[config.mk]
export PLATFORM = sky130hd
export DESIGN_NAME = memory_game_engine
export DESIGN_NICKNAME = d
export VERILOG_FILES = /design/src/rtl/memory_game_engine.sv
export SDC_FILE = /design/constraint.sdc
export NUM_CORES = 1
export LEC_CHECK = 0
export ABC_AREA = 0
export CAP_MARGIN = 40
export CORE_UTILIZATION = 35
export DETAILED_ROUTE_END_ITERATION = 10
export SETUP_SLACK_MARGIN = 0.3
export SKIP_CTS_REPAIR_TIMING = 1
export SYNTH_ARGS = -nofsm -noshare
export SYNTH_HDL_FRONTEND = slang
export SYNTH_SLANG_ARGS = --single-unit
[constraint.sdc]
create_clock -name clock -period 7 [get_ports clock]
set_clock_uncertainty 0.1 [all_clocks]
set_input_delay 1.75 -clock clock [delete_from_list [all_inputs] [get_ports clock]]
set_output_delay 1.75 -clock clock [all_outputs]
set_load 0.02 [all_outputs]
[src/rtl/memory_game_engine.sv]
// Sequence-memory game core: grows a pseudo-random digit sequence, replays it, then checks user entries.
// Optional input timeout guarded by macro GAME_INPUT_TIMEOUT_EN.
module memory_game_engine #(
    parameter int          DIGIT_W        = 4,
    parameter int          DIGIT_MAX      = 10,
    parameter int          MAX_LEVEL      = 8,
    parameter int          FLASH_CYCLES   = 25000000,
    parameter int          GAP_CYCLES     = 12500000,
    parameter int          TIMEOUT_CYCLES = 250000000,
    parameter logic [15:0] LFSR_SEED      = 16'hACE1,
    localparam int         LW             = $clog2(MAX_LEVEL + 1)
) (
    input  logic               clock,
    input  logic               rst,
    input  logic               start,
    input  logic               auth_bit,
    input  logic               log_out,
    input  logic               punch_button,
    input  logic [DIGIT_W-1:0] toggle_answer,
    output logic [DIGIT_W-1:0] flash_num,
    output logic               flash_valid,
    output logic [DIGIT_W-1:0] seg_in_ans,
    output logic [LW-1:0]      level_num,
    output logic [LW-1:0]      digit_idx,
    output logic               busy,
    output logic               win,
    output logic               loose
);

    localparam int FG_MAX  = (FLASH_CYCLES > GAP_CYCLES) ? FLASH_CYCLES : GAP_CYCLES;
    localparam int CNT_MAX = (FG_MAX > TIMEOUT_CYCLES) ? FG_MAX : TIMEOUT_CYCLES;
    localparam int CW      = $clog2(CNT_MAX + 1);
    localparam int AW      = (MAX_LEVEL > 1) ? $clog2(MAX_LEVEL) : 1;

    typedef enum logic [2:0] {
        IDLE, APPEND, FLASH, GAP, INPUT, CHECK, WIN, LOSE
    } state_t;

    state_t             state_q, state_d;
    logic [15:0]        lfsr_q;
    logic [CW-1:0]      cnt_q, cnt_d;
    logic [LW-1:0]      level_q, level_d;
    logic [LW-1:0]      idx_q, idx_d;
    logic [LW-1:0]      ptr_q, ptr_d;
    logic [DIGIT_W-1:0] ans_q, ans_d;
    logic               win_q, win_d;
    logic               loose_q, loose_d;
    logic               seq_we;
    logic               counting;
    logic [DIGIT_W-1:0] cand;
    logic [DIGIT_W-1:0] seq_q [MAX_LEVEL];

    // Fold the raw LFSR nibble into 0..DIGIT_MAX-1 with one conditional subtract.
    always_comb begin
        if ({1'b0, lfsr_q[DIGIT_W-1:0]} >= (DIGIT_W+1)'(DIGIT_MAX))
            cand = lfsr_q[DIGIT_W-1:0] - DIGIT_W'(DIGIT_MAX);
        else
            cand = lfsr_q[DIGIT_W-1:0];
    end

    always_comb begin
        state_d = state_q;
        level_d = level_q;
        idx_d   = idx_q;
        ptr_d   = ptr_q;
        ans_d   = ans_q;
        win_d   = win_q;
        loose_d = loose_q;
        seq_we  = 1'b0;
        if (log_out || !auth_bit) begin
            state_d = IDLE;
            level_d = '0;
            idx_d   = '0;
            ptr_d   = '0;
            win_d   = 1'b0;
            loose_d = 1'b0;
        end else begin
            case (state_q)
                IDLE, WIN, LOSE: begin
                    if (start) begin
                        win_d   = 1'b0;
                        loose_d = 1'b0;
                        level_d = LW'(1);
                        idx_d   = '0;
                        state_d = APPEND;
                    end
                end
                APPEND: begin
                    seq_we  = 1'b1;
                    ptr_d   = '0;
                    state_d = FLASH;
                end
                FLASH: begin
                    if (cnt_q == CW'(FLASH_CYCLES - 1)) state_d = GAP;
                end
                GAP: begin
                    if (cnt_q == CW'(GAP_CYCLES - 1)) begin
                        ptr_d = ptr_q + LW'(1);
                        if (ptr_q + LW'(1) == level_q) begin
                            idx_d   = '0;
                            state_d = INPUT;
                        end else begin
                            state_d = FLASH;
                        end
                    end
                end
                INPUT: begin
                    if (punch_button) begin
                        ans_d   = toggle_answer;
                        state_d = CHECK;
                    end
`ifdef GAME_INPUT_TIMEOUT_EN
                    else if (cnt_q == CW'(TIMEOUT_CYCLES - 1)) begin
                        loose_d = 1'b1;
                        state_d = LOSE;
                    end
`endif
                end
                CHECK: begin
                    if (ans_q != seq_q[AW'(idx_q)]) begin
                        loose_d = 1'b1;
                        state_d = LOSE;
                    end else if (idx_q + LW'(1) < level_q) begin
                        idx_d   = idx_q + LW'(1);
                        state_d = INPUT;
                    end else if (level_q == LW'(MAX_LEVEL)) begin
                        win_d   = 1'b1;
                        state_d = WIN;
                    end else begin
                        level_d = level_q + LW'(1);
                        idx_d   = '0;
                        state_d = APPEND;
                    end
                end
                default: state_d = IDLE;
            endcase
        end
    end

`ifdef GAME_INPUT_TIMEOUT_EN
    assign counting = (state_q == FLASH) || (state_q == GAP) || (state_q == INPUT);
`else
    assign counting = (state_q == FLASH) || (state_q == GAP);
`endif

    // Clears on any state change (including re-entry via another state); saturates rather than wraps.
    always_comb begin
        cnt_d = cnt_q;
        if (state_d != state_q)
            cnt_d = '0;
        else if (counting && (cnt_q != {CW{1'b1}}))
            cnt_d = cnt_q + CW'(1);
    end

    always_ff @(posedge clock or posedge rst) begin
        if (rst) begin
            state_q <= IDLE;
            lfsr_q  <= LFSR_SEED;
            cnt_q   <= '0;
            level_q <= '0;
            idx_q   <= '0;
            ptr_q   <= '0;
            ans_q   <= '0;
            win_q   <= 1'b0;
            loose_q <= 1'b0;
        end else begin
            state_q <= state_d;
            lfsr_q  <= {lfsr_q[14:0], lfsr_q[15] ^ lfsr_q[13] ^ lfsr_q[12] ^ lfsr_q[10]};
            cnt_q   <= cnt_d;
            level_q <= level_d;
            idx_q   <= idx_d;
            ptr_q   <= ptr_d;
            ans_q   <= ans_d;
            win_q   <= win_d;
            loose_q <= loose_d;
        end
    end

    // Sequence storage needs no reset: every slot is written before it is read.
    always_ff @(posedge clock) begin
        if (seq_we) seq_q[AW'(level_q - LW'(1))] <= cand;
    end

    assign flash_valid = (state_q == FLASH);
    assign flash_num   = flash_valid ? seq_q[AW'(ptr_q)] : '0;
    assign seg_in_ans  = ans_q;
    assign level_num   = level_q;
    assign digit_idx   = idx_q;
    assign busy        = !((state_q == IDLE) || (state_q == WIN) || (state_q == LOSE));
    assign win         = win_q;
    assign loose       = loose_q;

endmodule

==> flow_summary.json <==
{
  "run_status": "complete, no violations",
  "clock_sinks": 97,
  "synth_area_um2": 5119,
  "drive_gt1_frac": 0.1161,
  "cts_buffers": 9,
  "min_period_over_period": 0.6323,
  "die-area_um2": 15110,
  "die_w_um": 122.9,
  "synth_top_area_cell": "dfrtp_1",
  "finalSetupViolCount": 0,
  "rrSetupSlack_ps": 3510,
  "fin_setup_tns_ps": 0,
  "synth_top_area_share": 0.2787,
  "antenna_found_initial": 0,
  "grt_pass1_wl_um": 17660,
  "multi_input_area_um2": 2352,
  "syn_nets": 478,
  "grt_max_degree": 66,
  "pre_cts_ws_ps": 2674,
  "htreeDepth": 3,
  "switching_share": 0.2459,
  "dp_hpwl_um": 7728,
  "cp_data_arrival_time_ps": 2580,
  "ys_seq_area_frac": 0.5075,
  "r2r-start": "digit_idx[1]",
  "cts_tree": "yes",
  "share_comb_of_total_power": 0.043,
  "rsz0062_at_grt": "false",
  "crit_type": "reg -> out",
  "synthTopCellsByArea": "dfrtp_1 28%, edfxtp_1 19%, mux4_2 4.4%, nor2_1 4.4%, xnor2_1 4.3%",
  "fin_nets": 505,
  "syn_inst": 459,
  "diodes": 0,
  "io_pins": 30,
  "pwr-share-seq": 0.517,
  "hold_viol": 0,
  "regArea_um2": 2597,
  "core_um2": 14100,
  "fillers": 1296,
  "root_buffer": "clkbuf_16",
  "worstHoldPathType": "reg -> reg",
  "internal_power_uw": 856.4,
  "r2r_end": "cnt_q[22]",
  "syn_area_per_cell_um2": 11.15,
  "max_slew_margin": 0.4371,
  "cp_data_required_time_ps": 5150,
  "end_kind": "primary output",
  "grt_pass1_vias": 3433,
  "cp_max_fo": 14,
  "drtPass1Iterations": 4,
  "path_clk_slew_ps": 80,
  "areaGrowthSynthToFinish_pct": 14.69,
  "viasPerCell": 5.356,
  "p_leak_nw": 2.182,
  "p_clk_frac": 0.439,
  "antenna_left": 0,
  "cp-start-kind": "register",
  "die-height_um": 122.9,
  "cap_viol_max_count": 0,
  "drc_errors": 0,
  "worst_pin_slew_ps": 835.6,
  "async_flop_share": 0.6701,
  "synthFlopType": "dfrtp_1",
  "placementRows": 43,
  "wl_per_cell_um": 16.06,
  "power_density_nw_per_um2": 193.4,
  "clkLatencyLatePin_ps": 350,
  "synth.distinct_cells": 58,
  "clockBufferDepth": 2,
  "final.min_clock_period_ps": 4426,
  "start_util": 0.3631,
  "overflow": 0,
  "worst_slack_ps": 2574,
  "io_buffers": 29,
  "hold_end": "lfsr_q[10]",
  "hp-start": "lfsr_q[9]",
  "grt_use_total": 0.1523,
  "peakVddDrop_mv": 0.1311,
  "fmax_mhz": 225.9,
  "synth_edf_count": 32,
  "hold_depth": 0,
  "drt_iter0_drc": 351,
  "r2r_cells": 11,
  "drv_slew": 0,
  "p_switching_uw": 279.2,
  "ys_warn_count": 0,
  "ys_seq_elements": 97,
  "routed_wl_um": 10780,
  "gp_congestion": 0.8566,
  "vias": 3594
}
cell usage in the layout, fill, tap and decap left out, types with 2 or more instances in the layout:
| master | count |
|---|---|
| nor2b_1 | 6 |
| o31ai_1 | 2 |
| a21oi_1 | 14 |
| or4b_2 | 2 |
| inv_1 | 19 |
| edfxtp_1 | 32 |
| clkinv_8 | 3 |
| clkinv_4 | 2 |
| dfstp_2 | 8 |
| mux4_2 | 10 |
| and2_1 | 4 |
| xnor2_1 | 25 |
| a41oi_1 | 2 |
| nor3_1 | 18 |
| or3b_2 | 2 |
| a21o_2 | 2 |
| mux2i_1 | 17 |
| nand3_1 | 19 |
| mux2_2 | 5 |
| mux4_1 | 3 |
| and4_1 | 2 |
| ha_1 | 9 |
| nand4_1 | 17 |
| o21a_1 | 2 |
| o211ai_1 | 3 |
| a21boi_0 | 2 |
| or4_1 | 2 |
| nor4_1 | 8 |
| nand2b_1 | 5 |
| xor2_1 | 17 |
| and3_1 | 5 |
| nor2_1 | 60 |
| a22oi_1 | 3 |
| clkbuf_16 | 9 |
| nand2_1 | 27 |
| o21ai_0 | 14 |
| clkdlybuf4s50_1 | 29 |
| dfrtp_1 | 57 |
power groups by stage:
| stage | Clock [mW] | Combinational, mW | Sequential (mW) |
|---|---|---|---|
| 4_1_cts | 0.509 | 0.0503 | 0.587 |
| 5_1_grt | 0.527 | 0.0557 | 0.588 |
| 3_5_place_dp | 0 | 0.0500 | 0.599 |
| 3_3_place_gp | 0 | 0.0493 | 0.599 |
| 6_report | 0.499 | 0.0494 | 0.587 |
| 2_1_floorplan | 0 | 0.0365 | 0.598 |
worst max-delay path: stages, from the launching register on:
cell and delay [ps]:
dfrtp_1 810, mux4_2 580, mux2i_1 220, nor2_1 70
clkdlybuf4s50_1 540
layer usage:
metal  up-vias  GRT usage  share of wire
li1       1715          -              -
met1      1781     0.2040           0.47
met2        85     0.2514           0.48
met3        13    0.01891          0.037
met4         0    0.05869          0.018
met5         -          0              0
layout make-up:
type,count,share of cell area
clock buffer,9,0.03836
sequential,97,0.4425
inverter,21,0.01343
timing repair buffer,31,0.05200
tap,180,0.03836
multi-input combinational,326,0.4007
clock inverter,7,0.01471
logic make-up (layout without fill, tap and decap cells):
group	after synthesis	after routing	synth area share
AOI/OAI and AO/OA	55	55	0.07602
xor gates and xnor gates	44	44	0.07822
adders and majority gates	9	9	0.02200
buffers and inverters	36	68	0.03300
DFF	97	97	0.5075
muxes	35	35	0.1036
and+or+nand+nor	183	183	0.1797
worst max-delay path by stage:
stage,from,end,slack (ps),cells after the start
finish,ptr_q[0],flash_num[2],2570,4
floorplan,ptr_q[0],flash_num[0],3480,4
detailed placement,auth_bit,cnt_q[1],2670,8
global route,ptr_q[0],flash_num[2],2390,4
global placement,auth_bit,seq_q[3][1],2740,4
CTS,ptr_q[0],flash_num[2],2500,4
Yosys cell counts (2+ instances only):
cell      count
ha_1          9
clkbuf_1      9
buf_6         4
a22oi_1       3
o21ai_0      14
edfxtp_1     32
mux2i_1      17
o211ai_1      3
or3b_2        2
or4_1         2
nor4_1        8
and3_1        5
nor2_1       60
nor2b_1       6
xor2_1       17
mux4_1        3
nand2b_1      5
dfstp_2       8
mux2_2        5
o21a_1        2
nor3_1       18
xnor2_1      25
or4b_2        2
a41oi_1       2
and2_1        4
mux4_2       10
a21boi_0      2
nand3_1      19
a21oi_1      14
nand2_1      27
dfrtp_1      57
o31ai_1       2
nand4_1      17
and4_1        2
inv_1        20
a21o_2        2
stage by stage:
stage	area (µm²)	hold slack, ps	instances	util	total power [mW]
after floorplan	5119	231.2	459	-	0.6341
final	5871	255.3	671	0.4165	1.136
after detailed placement	5552	236.5	654	0.3938	0.6488
after global placement	5552	240.1	654	0.3938	0.6481
after global routing	5871	262.4	671	0.4165	1.171
after CTS	5863	260.0	670	0.4159	1.147
sequential cells by signal, indices dropped and copies added, names as in the netlist:
signal,count
win,1
cnt_q,28
ptr_q,4
state_q,3
loose,1
digit_idx,4
level_num,4
lfsr_q,16
seq_q,32
seg_in_ans,4
(Power assumes the default switching activity.)
